--- src/rtl/vga_pkg.sv ---
// Shared VGA constants for the overlay chain: screen size, counter and RGB widths,
// default transparent colour.
package vga_pkg;

  localparam int unsigned HOR_PIXELS = 800;
  localparam int unsigned VER_PIXELS = 600;
  localparam int unsigned CNT_W      = 11;
  localparam int unsigned RGB_W      = 12;

  localparam logic [RGB_W-1:0] KEY_COLOR_DEF = 12'hF0F;

endpackage

--- src/rtl/delay.sv ---
// Fixed-latency shift register with asynchronous active-low reset; CLK_DEL must be >= 1.
module delay #(
  parameter int unsigned WIDTH   = 1,
  parameter int unsigned CLK_DEL = 1
) (
  input  logic             clk,
  input  logic             rst_n,
  input  logic [WIDTH-1:0] din_i,
  output logic [WIDTH-1:0] dout_o
);

  logic [WIDTH-1:0] stage_q [CLK_DEL];

  always_ff @(posedge clk or negedge rst_n) begin
    if (!rst_n) begin
      for (int i = 0; i < CLK_DEL; i++) stage_q[i] <= '0;
    end else begin
      stage_q[0] <= din_i;
      for (int i = 1; i < CLK_DEL; i++) stage_q[i] <= stage_q[i-1];
    end
  end

  assign dout_o = stage_q[CLK_DEL-1];

endmodule

--- src/rtl/draw_ball.sv ---
// Ball sprite overlay: drives the ball ROM address and muxes its pixel over the background.
// Optional macro BALL_TRANSPARENCY_EN makes KEY_COLOR pixels show the background instead.
module draw_ball
  import vga_pkg::*;
#(
  parameter int unsigned            BALL_W     = 48,
  parameter int unsigned            BALL_H     = 48,
  parameter int unsigned            ADDR_WIDTH = 12,
  parameter int unsigned            DATA_WIDTH = 12,
  parameter logic [DATA_WIDTH-1:0]  KEY_COLOR  = DATA_WIDTH'(KEY_COLOR_DEF)
) (
  input  logic                  clk,
  input  logic                  rst_n,
  input  logic [CNT_W-1:0]      hcount_in,
  input  logic [CNT_W-1:0]      vcount_in,
  input  logic                  hsync_in,
  input  logic                  vsync_in,
  input  logic                  hblnk_in,
  input  logic                  vblnk_in,
  input  logic [DATA_WIDTH-1:0] rgb_in,
  input  logic [CNT_W-1:0]      xpos,
  input  logic [CNT_W-1:0]      ypos,
  input  logic                  ball_en,
  output logic [ADDR_WIDTH-1:0] rom_addr,
  input  logic [DATA_WIDTH-1:0] rom_data,
  output logic [CNT_W-1:0]      hcount_out,
  output logic [CNT_W-1:0]      vcount_out,
  output logic                  hsync_out,
  output logic                  vsync_out,
  output logic                  hblnk_out,
  output logic                  vblnk_out,
  output logic [DATA_WIDTH-1:0] rgb_out
);

  localparam int unsigned TimW = 2 * CNT_W + 4;

  logic                  vblnk_prev_q;
  logic [CNT_W-1:0]      x_lat_q, y_lat_q;
  logic                  en_lat_q;
  logic [ADDR_WIDTH-1:0] rom_addr_q, rom_addr_d;
  logic                  in_box, in_box_q, in_box_d2;
  logic [CNT_W:0]        h_ext, v_ext, x_ext, y_ext;
  logic [ADDR_WIDTH-1:0] dx, dy;
  logic                  hblnk_d2, vblnk_d2;
  logic [DATA_WIDTH-1:0] rgb_d2, rgb_d, rgb_q;
  logic [TimW-1:0]       tim_out;

  // One extra bit so x_lat+BALL_W never wraps near the right/bottom screen edge.
  assign h_ext = {1'b0, hcount_in};
  assign v_ext = {1'b0, vcount_in};
  assign x_ext = {1'b0, x_lat_q};
  assign y_ext = {1'b0, y_lat_q};

  assign in_box = en_lat_q && !hblnk_in && !vblnk_in
                  && (h_ext >= x_ext) && (h_ext < x_ext + (CNT_W+1)'(BALL_W))
                  && (v_ext >= y_ext) && (v_ext < y_ext + (CNT_W+1)'(BALL_H));

  assign dx = ADDR_WIDTH'(h_ext - x_ext);
  assign dy = ADDR_WIDTH'(v_ext - y_ext);

  always_comb begin
    rom_addr_d = rom_addr_q;
    if (in_box) rom_addr_d = dy * ADDR_WIDTH'(BALL_W) + dx;
  end

  // Position is sampled only on the vblnk rising edge so a frame never tears.
  always_ff @(posedge clk or negedge rst_n) begin
    if (!rst_n) begin
      vblnk_prev_q <= 1'b0;
      x_lat_q      <= '0;
      y_lat_q      <= '0;
      en_lat_q     <= 1'b0;
      rom_addr_q   <= '0;
      in_box_q     <= 1'b0;
    end else begin
      vblnk_prev_q <= vblnk_in;
      if (vblnk_in && !vblnk_prev_q) begin
        x_lat_q  <= xpos;
        y_lat_q  <= ypos;
        en_lat_q <= ball_en;
      end
      rom_addr_q <= rom_addr_d;
      in_box_q   <= in_box;
    end
  end

  assign rom_addr = rom_addr_q;

  delay #(
    .WIDTH   (1),
    .CLK_DEL (1)
  ) u_inbox_dly (
    .clk    (clk),
    .rst_n  (rst_n),
    .din_i  (in_box_q),
    .dout_o (in_box_d2)
  );

  delay #(
    .WIDTH   (DATA_WIDTH + 2),
    .CLK_DEL (2)
  ) u_pix_dly (
    .clk    (clk),
    .rst_n  (rst_n),
    .din_i  ({hblnk_in, vblnk_in, rgb_in}),
    .dout_o ({hblnk_d2, vblnk_d2, rgb_d2})
  );

  delay #(
    .WIDTH   (TimW),
    .CLK_DEL (3)
  ) u_tim_dly (
    .clk    (clk),
    .rst_n  (rst_n),
    .din_i  ({hcount_in, vcount_in, hsync_in, vsync_in, hblnk_in, vblnk_in}),
    .dout_o (tim_out)
  );

  assign {hcount_out, vcount_out, hsync_out, vsync_out, hblnk_out, vblnk_out} = tim_out;

  always_comb begin
    rgb_d = rgb_d2;
    if (hblnk_d2 || vblnk_d2) begin
      rgb_d = '0;
    end else if (in_box_d2) begin
`ifdef BALL_TRANSPARENCY_EN
      if (rom_data != KEY_COLOR) rgb_d = rom_data;
`else
      rgb_d = rom_data;
`endif
    end
  end

  always_ff @(posedge clk or negedge rst_n) begin
    if (!rst_n) rgb_q <= '0;
    else        rgb_q <= rgb_d;
  end

  assign rgb_out = rgb_q;

endmodule
--- config.mk ---
export PLATFORM = sky130hd
export DESIGN_NAME = draw_ball
export DESIGN_NICKNAME = d
export VERILOG_FILES = /design/src/rtl/vga_pkg.sv /design/src/rtl/delay.sv /design/src/rtl/draw_ball.sv
export SDC_FILE = /design/constraint.sdc
export NUM_CORES = 1
export LEC_CHECK = 0
export CORE_ASPECT_RATIO = 1.4
export CORE_MARGIN = 1
export CORE_UTILIZATION = 47
export DETAILED_ROUTE_END_ITERATION = 16
export GPL_TIMING_DRIVEN = 0
export PLACE_DENSITY_LB_ADDON = 0.05
export SLEW_MARGIN = 20
export SYNTH_ARGS = -nofsm -noshare
export SYNTH_HDL_FRONTEND = slang
export SYNTH_SLANG_ARGS = --single-unit
--- constraint.sdc ---
create_clock -name clk -period 4.6 [get_ports clk]
set_clock_uncertainty 0.05 [all_clocks]
set_input_delay 0.92 -clock clk [delete_from_list [all_inputs] [get_ports clk]]
set_output_delay 0.92 -clock clk [all_outputs]
set_load 0.01 [all_outputs]
==> flow_summary.yaml, run 1 <==
global_route:
  grt-ovfl-total: 0
  grt_pass1_wl_um: 21400
  antenna_found_initial: 0
  grt_pass1_vias: 4500
  track_usage: 0.196
  grt_max_degree: 101
yosys:
  synth_warnings: 0
  ys_ff_latch: 151
  synth_edf_count: 0
  synthesis.area_mm2: 0.00669
  yosys.area.top_type: "dfrtp_1"
  synth_cell_type_count: 55
  ys_async_sr_fraction: 1.00
  synth_top_area_frac: 0.565
  postSynthAreaPerCell_um2: 12.5
  synth_cells: 533
  synth_nets: 674
  synth_ff_type: "dfrtp_1"
  synth_area_leaders: "dfrtp_1 57%, ha_1 9.9%, fa_1 3.9%"
  ys_seq_area_frac: 0.565
cts:
  clk_pin_slew_worst_paths_ns: 0.07
  tritoncts: "yes"
  cts_sinks: 151
  cts_buffers: 17
  clk_latency_ns: 0.41
  root_buffer: "clkbuf_16"
  cts_buffer_depth: 2
  htreeDepth: 4
timing:
  hold_viol: 0
  slew_violations: 0
  tightest_slew_ns: 0.714
  worst_slack_ns: 0.0671
  rsz0062_at_grt: "true"
  post-route-period-util: 0.985
  slew_headroom: 0.524
  clock.fmax_ghz: 0.221
  tns_ns: 0
  fin_crit_ns: 4.53
  setup_violations: 0
routing:
  first_iter_violations: 163
  viasPerCell: 4.86
  detail_route.wl_per_cell_um: 15.1
  detail-route-antenna-nets: 0
  routed_wl_um: 13400
  vias: 4291
  drc: 0
  firstDrtPassIters: 4
placement:
  dp_hpwl_um: 9660
  place.gp.congestion: 0.813
  pre_cts_ws_ns: -0.962
  io_buffers: 124
  place_area_mm2: 0.00830
critical_path:
  crit_slowest_cell: "fa_1"
  worst-path-buf-inv: 5
  arrival_ns: 4.79
  critical_path.max_fanout: 4
  path_cells: "buf_8 > inv_12 > ha_4 > inv_2 > fa_2 > a21o_1 > a21oi_2 > xnor2_2 > ha_1 > nor2b_4 > mux2i_1 > mux2i_1 > xnor2_1 > fa_1 > inv_2 > ha_4 > inv_6 > nor3_4 > a2111oi_4 > o311ai_1 > mux2_4"
  cp_top_family: "adder cells"
  cp-start-kind: "input port"
  worstPathRequired_ns: 4.85
  criticalPathCategory: "input port to flip-flop"
  max_stage_delay_ns: 0.51
  crit_path_end_kind: "flip-flop"
floorplan:
  die_area_mm2: 0.0147
  initial_core_util: 0.481
  die_w_um: 103
  die_h_um: 143
  ios: 125
  rows: 51
  core-area_mm2: 0.0139
outcome:
  outcome: "complete, no violations"
power:
  max-vdd-ir-drop_mv: 0.786
  p_per_area_mw_per_mm2: 536
  leakagePower_nw: 4.04
  power.total_mw: 4.86
min_path:
  min_path_type: "flip-flop to flip-flop"
final_layout:
  nets: 826
  multi_input_area_mm2: 0.00273
  diodes: 0
  final_cell_area_mm2: 0.00906
  fill_cells: 1128
  area_delta_synth_final_pct: 35.5
  final-seq-area_mm2: 0.00378
  layout-drive-gt1-share: 0.162
run:
  cap_violations: 0
placed cells by master, fill, tap and decap left out, types with 3 or more instances in the layout:
master	instances
xnor2_1	19
ha_4	8
nor2b_1	6
clkbuf_16	17
a211oi_1	3
nor3_1	6
inv_6	5
clkinvlp_4	3
a21oi_1	13
clkdlybuf4s50_1	118
nor2_1	22
clkinv_4	3
dfrtp_1	151
dlygate4sd2_1	3
o21ai_0	35
inv_8	4
mux2i_1	17
o2111ai_1	3
fa_1	12
nand2b_1	3
buf_4	30
xor2_1	6
o21a_1	5
mux2_2	5
a21o_1	3
ha_1	45
o211ai_1	3
o311ai_1	4
clkbuf_1	7
mux2_4	7
nand2_1	28
inv_1	51
per-stage QoR:
step | instances | util | hold WS [ns]
2_1_floorplan | 533 | - | 0.281
3_3_place_gp | 842 | 0.595 | 0.282
3_5_place_dp | 843 | 0.597 | 0.285
4_1_cts | 880 | 0.645 | 0.295
5_1_grt | 883 | 0.651 | 0.299
6_report | 883 | 0.651 | 0.292
sequential cells by signal, indices dropped and copies added (netlist names):
register and cells:
u_pix_dly.dout_o 12, rom_addr 12, u_pix_dly.stage_q 12, u_tim_dly.stage_q 52, rgb_out 12, y_lat_q 11
en_lat_q 1, u_inbox_dly.dout_o 1, u_tim_dly.dout_o 26, x_lat_q 11, in_box_q 1
cells in the mapped netlist (all sizes together) (2+ instances only):
cell and number:
o21ai 36, nand2 28, nand2b 4, o211ai 4
dfrtp 151, and3 2, nor2 24, clkbuf 6
xnor2 20, a211oi 3, ha 53, a21oi 16
nor3 10, o311ai 4, mux2i 17, mux2 13
a2111oi 2, fa 13, inv 55, buf 24
xor2 7, or3 2, nand3 2, nor2b 9
o2111ai 3, a21o 3, o21a 6, a21boi 2
worst register-to-register path, stage by stage, from the launching register on:
cell and delay, ns:
dfrtp_1 0.40, ha_4 0.17, inv_2 0.04, fa_2 0.44, a21o_1 0.20, a21oi_2 0.18
xnor2_2 0.13, ha_1 0.32, nor2b_4 0.15, mux2i_1 0.19, mux2i_1 0.11, xnor2_1 0.15
fa_1 0.51, inv_2 0.06, ha_4 0.27, inv_6 0.08, nor3_4 0.04, a2111oi_4 0.30
o311ai_1 0.14, mux2_4 0.27
layout make-up:
cell class | count | area share
inverters | 55 | 0.0247
repair buffers | 133 | 0.148
flip-flops and latches | 151 | 0.417
clock buffers | 18 | 0.0474
well taps | 185 | 0.0256
multi-input cells | 297 | 0.301
plain buffers | 30 | 0.0224
clock inverters | 14 | 0.0142
what timing repair did:
action                     CTS  global route
hold buffers                 0             0
setup buffers                5             3
gates resized for setup     23            12
setup endpoints to repair    4             2
pin swaps                    8            12
layer usage:
metal	track usage	wire [um]
met5	0	0
met4	0.0741	201
met3	0.0421	530
met2	0.329	6780
met1	0.246	5850
power breakdown:
group	switching, mW	leakage (nW)	internal (mW)
clock	0.597	0.266	0.714
sequential	0.0574	1.81	1.44
combinational	0.986	1.96	1.06
total	1.64	4.04	3.22
worst paths after layout:
kind	startpoint	endpoint	slack [ns]	cells past startpoint
hold / removal	u_tim_dly.stage_q[40]	u_tim_dly.dout_o[14]	0.29	0
setup reg to reg	y_lat_q[0]	rom_addr[10]	0.29	19
setup / recovery	vcount_in[0]	rom_addr[10]	0.07	21
hold reg to reg	u_tim_dly.stage_q[40]	u_tim_dly.dout_o[14]	0.29	0
min in group asynchronous	rst_n	u_tim_dly.dout_o[3]	0.35	1
max in group asynchronous	rst_n	x_lat_q[4]	3.33	2
cells by family (layout without fill, tap and decap cells):
family	count (synthesis)	count (layout)	synth area share
AO/OA/AOI/OAI	88	88	0.0848
XOR/XNOR	27	27	0.0354
adder cells (fa/ha/maj)	66	66	0.138
buffers and inverters	85	250	0.0612
flip-flops	151	151	0.565
multiplexers	30	30	0.0513
AND/OR/NAND/NOR	86	86	0.0642
(Power assumes the default switching activity.)
==> run 2, diff against run 1 <==
Settings changed: CORE_MARGIN 1 to not set, RECOVER_POWER set to 100.
==> run 2 against run 1 <==
Against the previous run: the flow now finishes with violations (capacitance limit, slew limit); global-route usage is the same; die area is the same; critical path depth is the same; non-clock buffer count is the same; total power shrank 0.67%; utilization shrank 0.099 points; sequential cell count is the same; sequential share of layout area grew 0.064 points; critical path type unchanged; critical endpoint unchanged; largest power group unchanged.
==> flow_summary.yaml, run 2 (synthesized netlist as in run 1, its figures left out) <==
outcome:
  outcome: "finished with violations"
  violations: "capacitance limit, slew limit"
final_layout:
  largest_reg_flops: 52
  final_cell_area_mm2: 0.00904
  fin_util: 0.650
  layout_common_cells: "151 x dfrtp_1, 84 x dlygate4sd3_1, 51 x inv_1"
  area_delta_synth_final_pct: 35.3
  regMostFlops: "u_tim_dly.stage_q"
  diodes: 0
  nets: 826
  layout-drive-gt1-share: 0.160
  layout_commonest_cell: "dfrtp_1"
power:
  power.total_mw: 4.82
  leakagePower_nw: 4.09
  p_per_area_mw_per_mm2: 533
  max-vdd-ir-drop_mv: 0.785
timing:
  clock.fmax_ghz: 0.221
  setup_violations: 0
  slew_violations: 52
  holdWs_ns: 0.293
  hold_viol: 0
  rsz0062_at_grt: "true"
  fin_crit_ns: 4.53
  post-route-period-util: 0.986
  tightest_slew_ns: 2.77
  slew_headroom: -0.846
cts:
  cts_buffers: 17
  cts_buffer_depth: 2
  htreeDepth: 4
  cts_sinks: 151
  tritoncts: "yes"
  clk_latency_ns: 0.41
  root_buffer: "clkbuf_16"
  clk_pin_slew_worst_paths_ns: 0.07
global_route:
  antenna_found_initial: 0
  track_usage: 0.196
  grt_max_degree: 101
  grt_pass1_wl_um: 21400
  grt-ovfl-total: 0
  grt_pass1_vias: 4500
floorplan:
  die_area_mm2: 0.0147
  initial_core_util: 0.481
  die_h_um: 143
  ios: 125
  core-area_mm2: 0.0139
  die_w_um: 103
  rows: 51
placement:
  io_buffers: 124
  place_area_mm2: 0.00830
  place.gp.congestion: 0.813
  dp_hpwl_um: 9660
critical_path:
  critical_path.max_fanout: 4
  r2r_cells: 19
  cp-start-kind: "input port"
  crit_slowest_cell: "fa_1"
  reg2reg_slack_ns: 0.29
  crit_path_end_kind: "flip-flop"
  r2r_end: "rom_addr[10]"
  timing.rr.start: "y_lat_q[0]"
  max_stage_delay_ns: 0.51
  worstPathRequired_ns: 4.85
  path_cells: "buf_8 > inv_12 > ha_4 > inv_2 > fa_2 > a21o_1 > a21oi_2 > xnor2_2 > ha_1 > nor2b_4 > mux2i_1 > mux2i_1 > xnor2_1 > fa_1 > inv_2 > ha_4 > inv_6 > nor3_4 > a2111oi_4 > o311ai_1 > mux2_4"
  criticalPathCategory: "input port to flip-flop"
  arrival_ns: 4.79
routing:
  viasPerCell: 4.86
  drc: 0
  vias: 4289
  firstDrtPassIters: 4
  detail-route-antenna-nets: 0
  first_iter_violations: 154
  detail_route.wl_per_cell_um: 15.1
  routed_wl_um: 13300
min_path:
  hold_start: "u_tim_dly.stage_q[40]"
  min_path_cells: 0
  min_path_type: "flip-flop to flip-flop"
  holdPathEnd: "u_tim_dly.dout_o[14]"
run:
  cap_violations: 1
[run 2: cell types whose count changed in the layout (fill, tap and decap cells not counted), sizes merged]
cell	delta
buf	-2
clkdlybuf4s50	-84
dlymetal6s2s	-1
clkdlybuf4s25	+1
dlygate4sd3	+84
clkbuf	+2
[run 2: how the worst max path moves through the flow]
stage	start	endpoint	slack, ns	cells past startpoint
2_1_floorplan	vcount_in[0]	rom_addr[10]	-0.07	20
3_3_place_gp	rst_n	rom_addr[6]	-3.26	1
3_5_place_dp	vcount_in[0]	rom_addr[10]	-0.96	21
4_1_cts	vcount_in[5]	rom_addr[10]	0.002	16
5_1_grt	vcount_in[0]	rom_addr[10]	-0.08	21
6_report	vcount_in[0]	rom_addr[10]	0.07	21
[run 2: metrics by stage]
stage,setup slack (ns),std cells,TNS [ns]
after floorplan,-0.0722,533,-0.0722
after global placement,-3.26,842,-493.36
after detailed placement,-0.962,843,-3.05
after CTS,0.00223,880,0
after global routing,-0.0799,883,-0.0816
final,0.0655,883,0
[run 2: worst max-delay path, delay by kind of cell]
family	cells	cell delay [ns]
XOR/XNOR	2	0.28
multiplexers	3	0.57
AND/OR/NAND/NOR	2	0.19
adder cells (fa/ha/maj)	5	1.67
AO/OA/AOI/OAI	4	0.82
buffers and inverters	5	0.33
[run 2: where the power goes]
group          switching (mW)  internal [mW]
Sequential             0.0552           1.44
Clock                   0.595          0.714
Combinational           0.985           1.03
Total                    1.64           3.19
[run 2: cell type report]
type                    count  area, um2
clock inverters            14        129
well taps                 185        231
fillers                  1131       4870
multi-input cells         297       2730
inverters                  55        224
plain buffers              30        203
repair buffers            133       1320
clock buffers              18        429
flip-flops and latches    151       3780
[run 2: what timing repair did]
action / CTS / global route
pin swaps: 8 / 12
setup endpoints to repair: 4 / 2
gates resized for setup: 23 / 12
setup buffers: 5 / 3
hold buffers: 0 / 0
[run 2: metal layers]
layer  global-route usage  routed length [um]  part of all wire  vias to the layer above
met3               0.0421                 504             0.038                       11
met2                0.329                6790              0.51                      103
met4               0.0741                 201             0.015                        0
met1                0.246                5840              0.44                     2100
met5                    0                   0                 0                        -
li1                     -                   -                 -                     2075
